[config.mk]
export PLATFORM = sky130hd
export DESIGN_NAME = seq_multiplier
export DESIGN_NICKNAME = d
export VERILOG_FILES = /design/src/rtl/seq_multiplier.sv
export SDC_FILE = /design/constraint.sdc
export NUM_CORES = 1
export LEC_CHECK = 0
export BUFFER_PORTS_ARGS = -buffer_cell sky130_fd_sc_hd__buf_2
export CORE_UTILIZATION = 45
export CTS_CLUSTER_DIAMETER = 60
export DETAILED_ROUTE_END_ITERATION = 8
export HOLD_SLACK_MARGIN = 0.02
export PLACE_DENSITY = 0.73
export SYNTH_ARGS = -nofsm -noshare
export SYNTH_HDL_FRONTEND = slang
export SYNTH_SLANG_ARGS = --single-unit
[constraint.sdc]
create_clock -name clk -period 4.25 [get_ports clk]
set_input_delay 0.425 -clock clk [delete_from_list [all_inputs] [get_ports clk]]
set_output_delay 0.425 -clock clk [all_outputs]
set_load 0.05 [all_outputs]
[src/rtl/seq_multiplier.sv]
// seq_multiplier: shift-and-add WIDTH x WIDTH -> 2*WIDTH multiplier with start/busy/done handshake; optional signed mode via SEQ_MUL_SIGNED_EN
module seq_multiplier #(
  parameter int WIDTH = 8,
  parameter int CNT_W = $clog2(WIDTH + 1)
) (
  input  logic               clk,
  input  logic               rst,
  input  logic               start,
  input  logic [WIDTH-1:0]   a,
  input  logic [WIDTH-1:0]   b,
`ifdef SEQ_MUL_SIGNED_EN
  input  logic               sgn,
`endif
  output logic               busy,
  output logic               done,
  output logic [2*WIDTH-1:0] product
);
  typedef enum logic [1:0] {IDLE, RUN, DONE} state_t;
  state_t state;
  logic [2*WIDTH-1:0] acc, acc_nxt, result;
  logic [WIDTH-1:0] mcand, a_mag, b_mag;
  logic [CNT_W-1:0] count;
  logic [WIDTH:0] sum;
  logic neg, neg_in;
  // one iteration: conditional add into the upper half, then shift right with the carry
  always_comb begin
    sum = {1'b0, acc[2*WIDTH-1:WIDTH]} + {1'b0, acc[0] ? mcand : '0};
    acc_nxt = {sum, acc[WIDTH-1:1]};
    result = neg ? -acc_nxt : acc_nxt;
  end
`ifdef SEQ_MUL_SIGNED_EN
  // signed operands are reduced to WIDTH-bit magnitudes; -2^(W-1) maps to 2^(W-1)
  always_comb begin
    neg_in = sgn & (a[WIDTH-1] ^ b[WIDTH-1]);
    a_mag = (sgn && a[WIDTH-1]) ? -a : a;
    b_mag = (sgn && b[WIDTH-1]) ? -b : b;
  end
`else
  // unsigned only: operands pass straight through
  always_comb begin
    neg_in = 1'b0;
    a_mag = a;
    b_mag = b;
  end
`endif
  // control FSM and datapath registers; a start in DONE chains straight into RUN
  always_ff @(posedge clk or posedge rst) begin
    if (rst) begin
      state <= IDLE;
      acc <= '0;
      mcand <= '0;
      count <= '0;
      neg <= 1'b0;
      busy <= 1'b0;
      done <= 1'b0;
      product <= '0;
    end else if (start && state != RUN) begin
      state <= RUN;
      mcand <= a_mag;
      acc <= {{WIDTH{1'b0}}, b_mag};
      count <= CNT_W'(WIDTH);
      neg <= neg_in;
      busy <= 1'b1;
      done <= 1'b0;
    end else if (state == RUN) begin
      acc <= acc_nxt;
      count <= count - 1'b1;
      if (count == CNT_W'(1)) begin
        state <= DONE;
        product <= result;
        busy <= 1'b0;
        done <= 1'b1;
      end
    end else begin
      state <= IDLE;
      done <= 1'b0;
    end
  end
endmodule

* After elaboration in Yosys (flattened, before gate mapping)
Index checks and enable logic that the tools add are counted.
** Word-level totals
- Register bits after elaboration :: 48
- Input bits :: 19
- Word-level logic and storage cells :: 33
** Cells by class
- Add/subtract/negate cells :: 2
- Equality and inequality tests :: 4
- Muxes and demuxes :: 14
- Bitwise logic cells :: 1
- Reduce and logical (&&, ||, !) cells :: 5
** Operator list (number)
- 16-bit 2-to-1 mux :: 2
- 8-bit by 8-bit adder with 9-bit output :: 1
- 4-bit 2-to-1 mux :: 2
- 8-bit 2-to-1 mux :: 1
- 1-bit 2-to-1 mux :: 6
- 2-bit 2-to-1 mux :: 3
- 4-bit by 1-bit equality test with 1-bit output (second input constant) :: 1
- 2-bit nonzero test :: 2
- 4-bit by 1-bit subtractor with 4-bit output (second input constant) :: 1
- 3-bit by 2-bit != test with 1-bit output (second input constant) :: 1
- 3-bit AND reduction :: 1
- 2-bit by 1-bit equality test with 1-bit output (second input constant) :: 1
- 2-bit by 1-bit != test with 1-bit output (second input constant) :: 1
- 2-bit AND reduction :: 1
- 1-bit logical AND :: 1
- 1-bit NOT :: 1

* Logic depth before layout (Yosys ltp)
Gate-level depths: netlist of the first run.
- Depth after elaboration :: 4
- Gate-level depth with buffers :: 7
- Gate-level depth less buffers :: 7

* Worst setup path after synthesis of the first run
No wires, ideal clock.
- Path type :: reg2reg
- From :: register acc[0]
- To :: register product[13]
- Library setup time :: 134 ps
- Data arrival time :: 1943 ps
- Data required time :: 4116 ps
- Setup slack :: 2173 ps
- Stages on the path, launching flop included :: 8
- Path buffers :: 0
- Period minus slack after synthesis :: 2077 ps
- Cells stage by stage :: dfrtp_1 -> and2_1 -> ha_1 -> fa_1 -> a211oi_1 -> o21bai_1 -> a211oi_1 -> o31ai_1
** On the way
- Longest elaborated chain between the ends :: 2
** Ends and longest elaborated chain
- start: declaration :: RTL line 20 : logic [2*WIDTH-1:0] acc, acc_nxt, result;
- start signal: assignment :: RTL line 60 : acc <= {{WIDTH{1'b0}}, b_mag};
- start signal: assignment :: RTL line 66 : acc <= acc_nxt;
- 8-bit 2-to-1 mux :: RTL line 27 : sum = {1'b0, acc[2*WIDTH-1:WIDTH]} + {1'b0, acc[0] ? mcand : '0};
- 8-bit by 8-bit adder with 9-bit output :: RTL line 27
- end signal: assignment :: RTL line 70 : product <= result;
- end: declaration :: RTL line 16 : output logic [2*WIDTH-1:0] product
No other way between the ends.
A chain may end at the register's enable or synchronous reset.

* Final worst setup path of the first run
- From :: register state[1]
- To :: register product[15]
** On the way
- Longest elaborated chain between the ends :: 4
** Ends and longest elaborated chain
- start: declaration :: RTL line 19 : state_t state;
- start signal: assignment :: RTL line 49 : state <= IDLE;
- start signal: assignment :: RTL line 58 : state <= RUN;
- start signal: assignment :: RTL line 69 : state <= DONE;
- 2-bit by 1-bit != test with 1-bit output :: RTL line 57 : end else if (start && state != RUN) begin
- 1-bit logical AND :: RTL line 57
- 1-bit NOT (no source line)
- 3-bit AND reduction (no source line) (*)
Every way passes the cells marked *; elsewhere a longest branch is shown, timed or not.

==> flow_summary.ini, run 1 <==
[clock_network]
clk_pin_slew_ns = 0.10
cts_tree = done
clockBufferDepth = 2
cts.sinks = 47
postCtsHoldBufs = 0
cts_setup_buffers = 0
insertion_delay_ns = 0.31
cts_resized = 0
numCtsBuffers = 5
htree_levels = 2
root_buffer = clkbuf_8

[global_routing]
gr-total-overflow = 0
grt_max_degree = 48
antenna_found_initial = 0
grt_use_total = 0.1874
grt_pass1_vias = 1652
grt_pass1_wl_mm = 7.665

[cells_and_area]
layout-drive-gt1-share = 0.2346
syn_to_final_growth_pct = 14.32
layout_common_cells = nand2_1 (50), dfrtp_1 (47), buf_2 (36)
final_nets = 289
final_area_um2 = 2668
final_common_cell = nand2_1
fillCellCount = 450
n_antenna_cell = 0

[critical_path]
cp_max_fo = 26
critPathMaxStageDelay_ns = 0.74
timing_worst_setup_path_type = flip-flop to flip-flop
worst-path-buf-inv = 1
path_cells = nor2b_2 > nand3_4 > inv_1 > mux2i_1 > o21ai_0
crit_family = simple AND/OR/NAND/NOR gates
cp-end-kind = flip-flop
crit_path_start_kind = flip-flop
crit_arrival_ns = 2.63
crit_slowest_cell = nor2b_2
required_ns = 4.44

[synthesis]
synth_fa_ha_area_frac = 0.06220
ys_seq_elements = 47
synth_xor_area_frac = 0.01126
syn_area_um2 = 2333
syn_area_per_cell_um2 = 10.33
syn_nets = 256
ys_seq_area_frac = 0.5040
synth-compound-area-share = 0.1324
synth_cell_type_count = 40
synthCells = 226
synth_warnings = 0
synth_mux_area_frac = 0.07721
synth_top_family_by_area = simple AND/OR/NAND/NOR gates
synthSimpleGateAreaFrac = 0.1866

[timing]
finalHoldViolCount = 0
post-route-min-period_ns = 2.447
drv_slew = 0
rsz0062_at_grt = false
setup_viol = 0
slew_headroom = 0.3766
max_clock_freq_mhz = 408.7
worst_pin_slew_ns = 0.9309
tns_ns = 0
worst_slack_ns = 1.803
min_period_over_period = 0.5758
clock_skew_ns = 0.009609

[drt]
wl_per_cell_um = 13.74
vias = 1716
drt-initial-drc-count = 148
highest_layer = met4
wl_met2_mm = 2.074
wirelength_mm = 4.494
drcViolationCount = 0
met1Wirelength_mm = 2.176
wl_met3_um = 195
ant_nets = 0
via_per_inst = 5.248
drt_pass1_iterations = 4

[place]
gp_congestion = 0.8808
placed_cell_area_um2 = 2551
hpwl_mm = 3.113
io_buffers = 36
dpl_worst_slack_ns = 1.851

[power_and_ir_drop]
ir_drop_mv = 0.3155
p_per_area_nw_per_um2 = 818.7
leakage_nw = 1.344
total_power_mw = 2.184

[die]
die_area_um2 = 5477
initial_utilization = 0.4813
core-area_um2 = 4848
fp.dieH_um = 74.01
io_pins = 37
die_w_um = 74.01
row_count = 25

[run_status]
status = complete, no violations

[hold_path]
min_path_type = input port to async pin

[run]
maxCapViolCount = 0
## per-layer routing
layer | vias to the layer above | track usage
met2 | 35 | 0.2919
met4 | 0 | 0.05769
met3 | 5 | 0.04472
met5 | - | 0
li1 | 848 | -
met1 | 828 | 0.2606
## report_power, final
part / switching, mW / leakage (nW) / internal (mW)
sequential: 0.129 / 0.586 / 0.653
clock: 0.159 / 0.0587 / 0.178
combinational: 0.709 / 0.699 / 0.355
## worst register-to-register path: cells and delay by family, from the launching register on
family	cells	cell delay, ns
multiplexers	1	0.24
AND/OR/NAND/NOR	2	1.14
flip-flops	1	0.40
buffers and inverters	1	0.46
AO/OA/AOI/OAI	1	0.10
## worst paths after layout
| path | from | end | depth (start not counted) | slack, ns |
|---|---|---|---|---|
| hold / removal | rst | product[7]$_DFFE_PP0P_ | 2 | 0.32 |
| hold reg to reg | product[9]$_DFFE_PP0P_ | product[9]$_DFFE_PP0P_ | 2 | 0.48 |
| setup reg to reg | state[1]$_DFFE_PP0P_ | product[15]$_DFFE_PP0P_ | 5 | 1.80 |
| min in group clk | a[7] | mcand[7]$_DFFE_PP0P_ | 2 | 0.34 |
| max in group asynchronous | rst | mcand[5]$_DFFE_PP0P_ | 2 | 3.34 |
| setup / recovery | state[1]$_DFFE_PP0P_ | product[15]$_DFFE_PP0P_ | 5 | 1.80 |
## cell type report
class / instances / area (um2) / area share
clock buffer: 5 / 68.82 / 0.02580
clock inverter: 3 / 47.55 / 0.01782
inverter: 4 / 15.01 / 0.005629
multi-input combinational: 165 / 1096 / 0.4109
sequential: 47 / 1176 / 0.4409
tap: 67 / 83.83 / 0.03143
timing repair buffer: 36 / 180.2 / 0.06754
## kinds of logic after synthesis
family / count (synthesis)
AO/OA/AOI/OAI: 45
XOR/XNOR: 3
adder cells (fa/ha/maj): 11
buffers and inverters: 14
flip-flops: 47
multiplexers: 17
AND/OR/NAND/NOR: 89
## sequential cells by signal, summed over array words and instances, names as in the netlist
name / cells
product: 16
busy: 1
state: 2
mcand: 8
acc: 16
count: 4
## stage by stage
| stage | instances | hold WS [ns] | utilization |
|---|---|---|---|
| 2_1_floorplan | 226 | 0.4600 | - |
| 3_3_place_gp | 319 | 0.4577 | 0.5262 |
| 3_5_place_dp | 319 | 0.4617 | 0.5262 |
| 4_1_cts | 327 | 0.3362 | 0.5502 |
| 5_1_grt | 327 | 0.3450 | 0.5502 |
| 6_report | 327 | 0.3229 | 0.5502 |
## Yosys cell counts
| master | number | area [um2] |
|---|---|---|
| nand2_1 | 50 | 187.7 |
| dfrtp_1 | 47 | 1176 |
| o21ai_0 | 21 | 105.1 |
| ha_1 | 10 | 125.1 |
| and2_1 | 9 | 56.30 |
| mux2i_1 | 9 | 90.09 |
| mux2_2 | 8 | 90.09 |
| nor2_1 | 8 | 30.03 |
| nand3b_1 | 7 | 52.55 |
| clkbuf_1 | 5 | 18.77 |
| a21oi_1 | 4 | 20.02 |
| buf_2 | 4 | 20.02 |
| inv_1 | 4 | 15.01 |
| or4_1 | 4 | 30.03 |
| a21o_1 | 3 | 22.52 |
| nand3_1 | 3 | 15.01 |
| a211oi_1 | 2 | 15.01 |
| o211ai_1 | 2 | 15.01 |
| o211ai_2 | 2 | 25.02 |
| o21a_1 | 2 | 15.01 |
| o31ai_1 | 2 | 15.01 |
| xor2_1 | 2 | 17.52 |
| a2111oi_4 | 1 | 27.53 |
| a211o_1 | 1 | 8.760 |
| a211oi_2 | 1 | 12.51 |
| a31oi_1 | 1 | 6.260 |
| buf_4 | 1 | 7.510 |
| fa_1 | 1 | 20.02 |
| nand2b_1 | 1 | 6.260 |
| nand3_4 | 1 | 17.52 |
| nor2_2 | 1 | 6.260 |
| nor2b_2 | 1 | 8.760 |
| nor3_1 | 1 | 5.000 |
| nor3b_1 | 1 | 7.510 |
| o21a_2 | 1 | 8.760 |
| o21ai_1 | 1 | 5.000 |
| o21bai_1 | 1 | 7.510 |
| or2_1 | 1 | 6.260 |
| or3_1 | 1 | 6.260 |
| xnor2_1 | 1 | 8.760 |
Note: power is estimated with default switching activity, not from simulation.
==> inputs of run 2 (changes only) <==
==> constraint.sdc (replaced) <==
create_clock -name clk -period 2.4 [get_ports clk]
set_input_delay 0.24 -clock clk [delete_from_list [all_inputs] [get_ports clk]]
set_output_delay 0.24 -clock clk [all_outputs]
set_load 0.05 [all_outputs]
==> flow_summary.ini, run 2 (synthesis results as in run 1) <==
[critical_path]
crit_path_start_kind = flip-flop
timing_worst_setup_path_type = flip-flop to flip-flop
required_ns = 2.61
crit_arrival_ns = 2.41
rr_endpoint = product[13]$_DFFE_PP0P_
setup.worst_path.start = acc[0]$_DFFE_PP0P_
r2r_slack_ns = 0.20
rr_worst_depth = 7
cp-end-kind = flip-flop
r2r_start = acc[0]$_DFFE_PP0P_
cp_max_fo = 5

[place]
place_inst = 324
gp_congestion = 0.7901
hpwl_mm = 3.257
placed_cell_area_um2 = 2589
dpl_worst_slack_ns = 0.1157
io_buffers = 36

[die]
core-area_um2 = 4848
die_area_um2 = 5477
initial_utilization = 0.4813
io_pins = 37
fp.dieH_um = 74.01
row_count = 25
die_w_um = 74.01

[clock_network]
insertion_delay_ns = 0.31
cts.sinks = 47
clockBufferDepth = 2
numCtsBuffers = 5
postCtsHoldBufs = 0
htree_levels = 2
root_buffer = clkbuf_8
clk_pin_slew_ns = 0.09
cts_tree = done

[cells_and_area]
final_area_um2 = 2686
layout-drive-gt1-share = 0.2566
largestRegisters = acc x16, product x16, mcand x8
syn_to_final_growth_pct = 15.12
n_antenna_cell = 0
final_nets = 294
layout_common_cells = nand2_1 (50), dfrtp_1 (47), buf_2 (36)
instances_no_fill = 332
fillCellCount = 453
final_common_cell = nand2_1

[timing]
worst_pin_slew_ns = 0.6856
slew_headroom = 0.5423
clock_skew_ns = 0.01106
setup_viol = 0
max_clock_freq_mhz = 454.1
finalHoldViolCount = 0
worst_slack_ns = 0.1978
post-route-min-period_ns = 2.202
drv_slew = 0
min_period_over_period = 0.9176

[power_and_ir_drop]
ir_drop_mv = 0.5334
p_per_area_nw_per_um2 = 1418
leakage_nw = 1.359

[global_routing]
antenna_found_initial = 0
grt_use_total = 0.1944
grt_pass1_vias = 1688
grt_pass1_wl_mm = 7.845
gr-total-overflow = 0
grt_max_degree = 34

[run_status]
status = complete, no violations

[run]
maxCapViolCount = 0

[drt]
via_per_inst = 5.184
wl_per_cell_um = 14.06
ant_nets = 0
drcViolationCount = 0
drt_pass1_iterations = 4
wirelength_mm = 4.669
drt-initial-drc-count = 83
vias = 1721

[hold_path]
min_path_type = input port to async pin
## run 2: cell types whose count changed in the layout (fill, tap and decap cells not counted)
cell       change
bufinv_16      -1
clkinv_2       +2
a211oi_1       -2
a211oi_2       +2
buf_4          +5
clkinv_4       -1
## run 2: worst max-delay path: stages (launching register included)
cell and delay [ns]:
dfrtp_1 0.42, and2_1 0.18, ha_1 0.22, fa_1 0.46, a211oi_2 0.30, o21ai_1 0.12
and2_1 0.16, o31ai_1 0.24
## run 2: layer usage
| metal | up-vias | part of all wire | track usage |
|---|---|---|---|
| met2 | 33 | 0.48 | 0.3212 |
| met4 | 0 | 0.012 | 0.08974 |
| met1 | 822 | 0.48 | 0.2507 |
| li1 | 860 | - | - |
| met5 | - | 0 | 0 |
| met3 | 6 | 0.030 | 0.03252 |
## run 2: cell type report
class	count	area, um2	area share
Clock inverter	3	18.77	0.006986
Timing Repair Buffer	41	217.7	0.08104
Tap cell	67	83.83	0.03121
Multi-Input combinational cell	165	1106	0.4117
Sequential cell	47	1176	0.4378
Clock buffer	5	68.82	0.02562
Inverter	4	15.01	0.005589
## run 2: worst max path at each step
stage,cells past startpoint,to,slack [ns]
finish,7,product[13]$_DFFE_PP0P_,0.20
global route,7,product[13]$_DFFE_PP0P_,-0.001
CTS,7,product[13]$_DFFE_PP0P_,0.07
detailed placement,7,product[13]$_DFFE_PP0P_,0.12
global placement,7,product[13]$_DFFE_PP0P_,0.21
floorplan,7,product[13]$_DFFE_PP0P_,0.32
## run 2: what timing repair did
action	4_1_cts	5_1_grt
gates resized for setup	0	2
setup buffers	0	0
endpoints found under the hold margin	0	0
setup endpoints to repair	0	2
## run 2: through the flow
step	total power, mW	util	TNS, ns	hold WS, ns
2_1_floorplan	2.889	-	0	0.3906
3_3_place_gp	3.280	0.5339	0	0.3885
3_5_place_dp	3.337	0.5339	0	0.3797
4_1_cts	3.821	0.5520	0	0.03634
5_1_grt	4.115	0.5541	-0.001130	0.07725
6_report	3.809	0.5541	0	0.02050
## run 2: power breakdown
group	switching, mW	leakage, nW	internal, mW
Clock	0.278	0.0483	0.205
Sequential	0.209	0.586	1.16
Combinational	1.29	0.725	0.675
Total	1.77	1.36	2.04
